$ cat src/rtl/cdb_arbiter.sv
// cdb_arbiter: round-robin arbiter that funnels completed functional-unit
// results onto a single common data bus (CDB).
// Each FU port owns a one-entry holding buffer. A buffer may be granted and
// refilled on the same edge, so a streaming FU sustains one result per cycle.
// Optional feature macro: CDB_FLUSH_EN adds a 'flush' input. While flush is
// high, all buffered results are discarded, the broadcast is suppressed and
// no new results are accepted.
module cdb_arbiter #(
  parameter int XLEN      = 32,
  parameter int TAG_WIDTH = 32,
  parameter int N_FU      = 4
) (
  input  logic                      clk,
  input  logic                      reset,
`ifdef CDB_FLUSH_EN
  input  logic                      flush,
`endif
  input  logic [N_FU-1:0]           fu_valid,
  input  logic [N_FU*TAG_WIDTH-1:0] fu_rob_tag,
  input  logic [N_FU*XLEN-1:0]      fu_data,
  output logic [N_FU-1:0]           fu_ready,
  output logic                      cdb_valid,
  output logic [TAG_WIDTH-1:0]      cdb_rob_tag,
  output logic [XLEN-1:0]           cdb_data
);

  localparam int PTR_W = (N_FU > 1) ? $clog2(N_FU) : 1;

  logic [N_FU-1:0]      occ_q, occ_d;
  logic [TAG_WIDTH-1:0] tag_q  [N_FU];
  logic [TAG_WIDTH-1:0] tag_d  [N_FU];
  logic [XLEN-1:0]      data_q [N_FU];
  logic [XLEN-1:0]      data_d [N_FU];
  logic [PTR_W-1:0]     rr_q, rr_d;
  logic                 cdb_valid_q, cdb_valid_d;
  logic [TAG_WIDTH-1:0] cdb_tag_q, cdb_tag_d;
  logic [XLEN-1:0]      cdb_data_q, cdb_data_d;

  logic [N_FU-1:0]      grant_s;
  logic                 any_grant_s;
  logic [PTR_W-1:0]     gidx_s;
  logic [PTR_W:0]       sum_s;
  logic [PTR_W-1:0]     idx_s;
  logic [N_FU-1:0]      xfer_s;

  // Rotating-priority search: first occupied buffer at or after rr_q wins.
  always_comb begin
    grant_s     = '0;
    gidx_s      = '0;
    any_grant_s = 1'b0;
    sum_s       = '0;
    idx_s       = '0;
    for (int k = 0; k < N_FU; k++) begin
      sum_s = {1'b0, rr_q} + (PTR_W+1)'(k);
      if (sum_s >= (PTR_W+1)'(N_FU)) begin
        sum_s = sum_s - (PTR_W+1)'(N_FU);
      end else begin
        sum_s = sum_s;
      end
      idx_s = sum_s[PTR_W-1:0];
      if (!any_grant_s && occ_q[idx_s]) begin
        grant_s[idx_s] = 1'b1;
        gidx_s         = idx_s;
        any_grant_s    = 1'b1;
      end else begin
        any_grant_s = any_grant_s;
      end
    end
  end

  // A port can take a result when its buffer is empty or is draining this cycle.
`ifdef CDB_FLUSH_EN
  assign fu_ready = flush ? '0 : (~occ_q | grant_s);
`else
  assign fu_ready = ~occ_q | grant_s;
`endif

  assign xfer_s = fu_valid & fu_ready;

  // Next-state: broadcast the granted buffer, then capture any new results.
  always_comb begin
    occ_d       = occ_q;
    tag_d       = tag_q;
    data_d      = data_q;
    rr_d        = rr_q;
    cdb_valid_d = 1'b0;
    cdb_tag_d   = cdb_tag_q;
    cdb_data_d  = cdb_data_q;

    if (any_grant_s) begin
      cdb_valid_d   = 1'b1;
      cdb_tag_d     = tag_q[gidx_s];
      cdb_data_d    = data_q[gidx_s];
      occ_d[gidx_s] = 1'b0;
      rr_d          = (gidx_s == PTR_W'(N_FU-1)) ? '0 : gidx_s + PTR_W'(1);
    end else begin
      cdb_valid_d = 1'b0;
    end

    // A refill after the grant clear keeps a streaming buffer occupied.
    for (int i = 0; i < N_FU; i++) begin
      if (xfer_s[i]) begin
        occ_d[i]  = 1'b1;
        tag_d[i]  = fu_rob_tag[i*TAG_WIDTH +: TAG_WIDTH];
        data_d[i] = fu_data[i*XLEN +: XLEN];
      end else begin
        occ_d[i] = occ_d[i];
      end
    end

`ifdef CDB_FLUSH_EN
    // Flush discards everything in flight; the pointer and last bus value hold.
    if (flush) begin
      occ_d       = '0;
      rr_d        = rr_q;
      cdb_valid_d = 1'b0;
      cdb_tag_d   = cdb_tag_q;
      cdb_data_d  = cdb_data_q;
    end else begin
      rr_d = rr_d;
    end
`endif
  end

  // State registers with asynchronous active-low clear.
  always_ff @(posedge clk or negedge reset) begin
    if (!reset) begin
      occ_q       <= '0;
      rr_q        <= '0;
      cdb_valid_q <= 1'b0;
      cdb_tag_q   <= '0;
      cdb_data_q  <= '0;
      for (int i = 0; i < N_FU; i++) begin
        tag_q[i]  <= '0;
        data_q[i] <= '0;
      end
    end else begin
      occ_q       <= occ_d;
      rr_q        <= rr_d;
      cdb_valid_q <= cdb_valid_d;
      cdb_tag_q   <= cdb_tag_d;
      cdb_data_q  <= cdb_data_d;
      tag_q       <= tag_d;
      data_q      <= data_d;
    end
  end

  assign cdb_valid   = cdb_valid_q;
  assign cdb_rob_tag = cdb_tag_q;
  assign cdb_data    = cdb_data_q;

endmodule

$ cat config.mk
export PLATFORM = sky130hd
export DESIGN_NAME = cdb_arbiter
export DESIGN_NICKNAME = d
export VERILOG_FILES = /design/src/rtl/cdb_arbiter.sv
export SDC_FILE = /design/constraint.sdc
export NUM_CORES = 1
export LEC_CHECK = 0
export ABC_AREA = 0
export CAP_MARGIN = 0
export CORE_UTILIZATION = 46
export DETAILED_ROUTE_END_ITERATION = 8
export PLACE_DENSITY = 0.74
export SLEW_MARGIN = 20
export SYNTH_ARGS = -nofsm -noshare
export SYNTH_HDL_FRONTEND = slang
export SYNTH_SLANG_ARGS = --single-unit
$ cat constraint.sdc
create_clock -name clk -period 3.5 [get_ports clk]
set_input_delay 1.05 -clock clk [delete_from_list [all_inputs] [get_ports clk]]
set_output_delay 1.05 -clock clk [all_outputs]
set_load 0.05 [all_outputs]
==> out/results.ini <==
[detailed_routing]
detail_route.iter0.violations = 783
routed_wl_um = 45200
postRouteAntennaNets = 0
vias = 11827
drt_pass1_iterations = 7
wl_per_cell_um = 22.6
drc_errors = 0
vias_per_cell = 5.92

[final_layout]
syn_to_final_growth_pct = 35.1
fin_area_um2 = 20400
nNetsFinal = 1809
antenna_cells = 0
fill_cells = 2460
layoutNonFillerInstCount = 1997
drive_gt1_share_pct = 26.1

[placement]
hpwl_um = 26900
place_inst = 1912
gp_congestion = 0.811
port_buffers = 330
placed_area_um2 = 19000

[floorplanning]
pin_count = 331
die_area_um2 = 33500
std_cell_rows = 65
start_util_pct = 47.3
die_y_um = 183
core_um2 = 31900
fp.dieW_um = 183

[critical_path]
cp_max_fo = 5
worstPathArrival_ns = 2.62
required_ns = 2.45
cp_cell_sequence = inv_2 -> ha_4 -> mux4_2 -> nor4b_4 -> a221oi_2 -> nand3_2 -> buf_12
cp_slowest_stage_delay_ns = 0.51
critPathLaunchType = flop
critPathCaptureType = output port
crit_slowest_cell = nor4b_4
path_class = reg -> out

[sta]
finalSetupViolations = 4
fmax_ghz = 0.272
hold_viol_final = 0
period_share_pct = 105
rsz0062_at_grt = true
maxSlewHeadroom_pct = 35.8
final.setup.tns_ns = -0.488
finalCriticalPeriod_ns = 3.67
clock_skew_ns = 0.0118
final_max_slew_viol_count = 0
setup_ws_ns = -0.175
tightestPinTransition_ns = 0.963

[synth]
synth-seq-cells = 327
synth.net_count = 1499
yosysSeqAreaShare_pct = 54.2
yosysWarnings = 0
netlist_instances = 1227
synth.distinct_cells = 36
synth_area_um2 = 15100
syn_area_per_cell_um2 = 12.3

[global_route]
met2_usage_pct = 44.5
grt_pass1_vias = 12377
grtUsageTotal_pct = 26.8
globalRouteOverflowTotal = 0
top_usage_layer = met2
antenna_found_initial = 0
grtUsageMet1_pct = 35.2
grt_max_degree = 85
globalRouteMet3Util_pct = 4.71
grt_pass1_wl_um = 69500

[clock_tree]
tritoncts = done
cts_buffer_depth = 3
cts_root_buf = clkbuf_16
numClockSinks = 327
clk_latency_ns = 0.50
holdBufCountCts = 0
h-tree-depth = 2
clkTransAtPathRegs_ns = 0.06
cts_buffers = 36

[worst_hold_path]
hold_path_class = in -> async

[outcome]
outcome = finished, violations left
violations = negative setup slack

[job]
maxCapViolations = 0

[cell usage in the layout, fill, tap and decap left out, drive strengths merged, types with 2 or more instances in the layout]
cell type	instances
dfrtp	327
clkdlybuf4s50	325
mux2	257
o21ai	130
nor2	68
a221oi	68
a21oi	66
nor3b	65
o32ai	64
buf	59
clkbuf	55
nand2	20
ha	10
inv	8
clkinv	6
a31oi	5
mux2i	4
mux4	4
and3b	4
nand3	3
nand2b	2
or3	2
clkinvlp	2
nor4b	2
[per-stage QoR]
step	hold slack, ns	utilization [%]	worst slack [ns]
after detailed placement	0.494	59.6	0.115
after floorplan	0.480	-	0.0341
after global routing	0.522	64.0	-0.267
final	0.506	64.0	-0.175
after CTS	0.507	63.8	-0.168
after global placement	0.487	59.6	0.218
[layer usage]
layer,share of wire [%],routed length [um],up-vias
met5,0,0,-
li1,-,-,5231
met2,49,22100,531
met4,2.8,1270,0
met3,7.0,3180,95
met1,41,18700,5970
[worst max-delay path: cells and delay by family (launching register included)]
family                     cells  cell delay, ns
AOI/OAI and AO/OA              1            0.13
adders and majority gates      1            0.28
buffers and inverters          2            0.24
DFF                            1            0.42
muxes                          1            0.36
and+or+nand+nor                2            0.70
[synth_stat cells]
cell type	count	share of area, %
mux2_2	257	19
nor4b_1	1	0.058
inv_1	6	0.15
inv_2	2	0.050
a21oi_1	66	2.2
nor3_1	1	0.033
o21ai_0	75	2.5
a221oi_2	1	0.099
nor4_2	1	0.083
a211oi_1	1	0.050
nor3b_1	64	3.2
or2_2	1	0.041
ha_1	10	0.83
nand2b_1	2	0.083
dfrtp_1	327	54
mux2i_1	4	0.27
nor2_1	66	1.6
a21o_1	1	0.050
nor2_2	1	0.041
a31oi_1	4	0.17
clkbuf_1	60	1.5
nor2_4	1	0.075
buf_4	1	0.050
nor4b_4	1	0.16
o32ai_1	64	3.7
and3b_1	4	0.23
mux4_2	4	0.60
nand2_1	20	0.50
a221oi_1	67	3.9
o21ai_1	55	1.8
a221o_1	1	0.066
buf_2	40	1.3
or3_1	2	0.083
nand3_1	3	0.099
buf_6	12	0.90
nor3b_2	1	0.083
[cell type report]
| class | count | area, um2 | area share (%) |
|---|---|---|---|
| Multi-Input combinational cell | 780 | 6450 | 31.7 |
| Timing Repair Buffer | 384 | 4000 | 19.6 |
| Sequential cell | 327 | 8180 | 40.1 |
| Clock inverter | 8 | 45.0 | 0.221 |
| Tap cell | 435 | 544 | 2.67 |
| Inverter | 8 | 35.0 | 0.172 |
| Clock buffer | 55 | 1130 | 5.56 |
[registers in the layout (all words and copies together) (netlist names)]
| signal | count |
|---|---|
| data_q | 128 |
| tag_q | 128 |
| cdb_data | 32 |
| cdb_rob_tag | 32 |
| occ_q | 4 |
| rr_q | 2 |
| cdb_valid | 1 |
[logic make-up (layout without fill, tap and decap cells)]
logic type | after synthesis | in the layout | share of synthesized area, %
multiplexers | 265 | 265 | 20.0
AND/OR/NAND/NOR | 169 | 169 | 6.39
AO/OA/AOI/OAI | 335 | 336 | 14.5
adder cells (fa/ha/maj) | 10 | 10 | 0.829
buffers and inverters | 121 | 455 | 3.96
flip-flops | 327 | 327 | 54.2
[worst paths after layout]
check                           start           end  slack, ns  cells after the start
min in group clk           data_q[93]    data_q[93]       0.51                      1
setup reg to reg              rr_q[0]  cdb_data[21]       0.25                     12
hold / removal                  reset     tag_q[24]       0.51                      1
setup / recovery              rr_q[0]   fu_ready[3]      -0.17                      7
hold reg to reg            data_q[93]    data_q[93]       0.51                      1
max in group asynchronous       reset     tag_q[29]       2.07                      3
[timing repair]
action                     4_1_cts  5_1_grt
gates cloned                     0        1
setup endpoints to repair        4        5
pin swaps                        7        6
gates resized for setup         11        1
buffers inserted                18        3
Power is not shown: default switching activity piles up to over one toggle a cycle in this logic, so the estimate is an artifact.
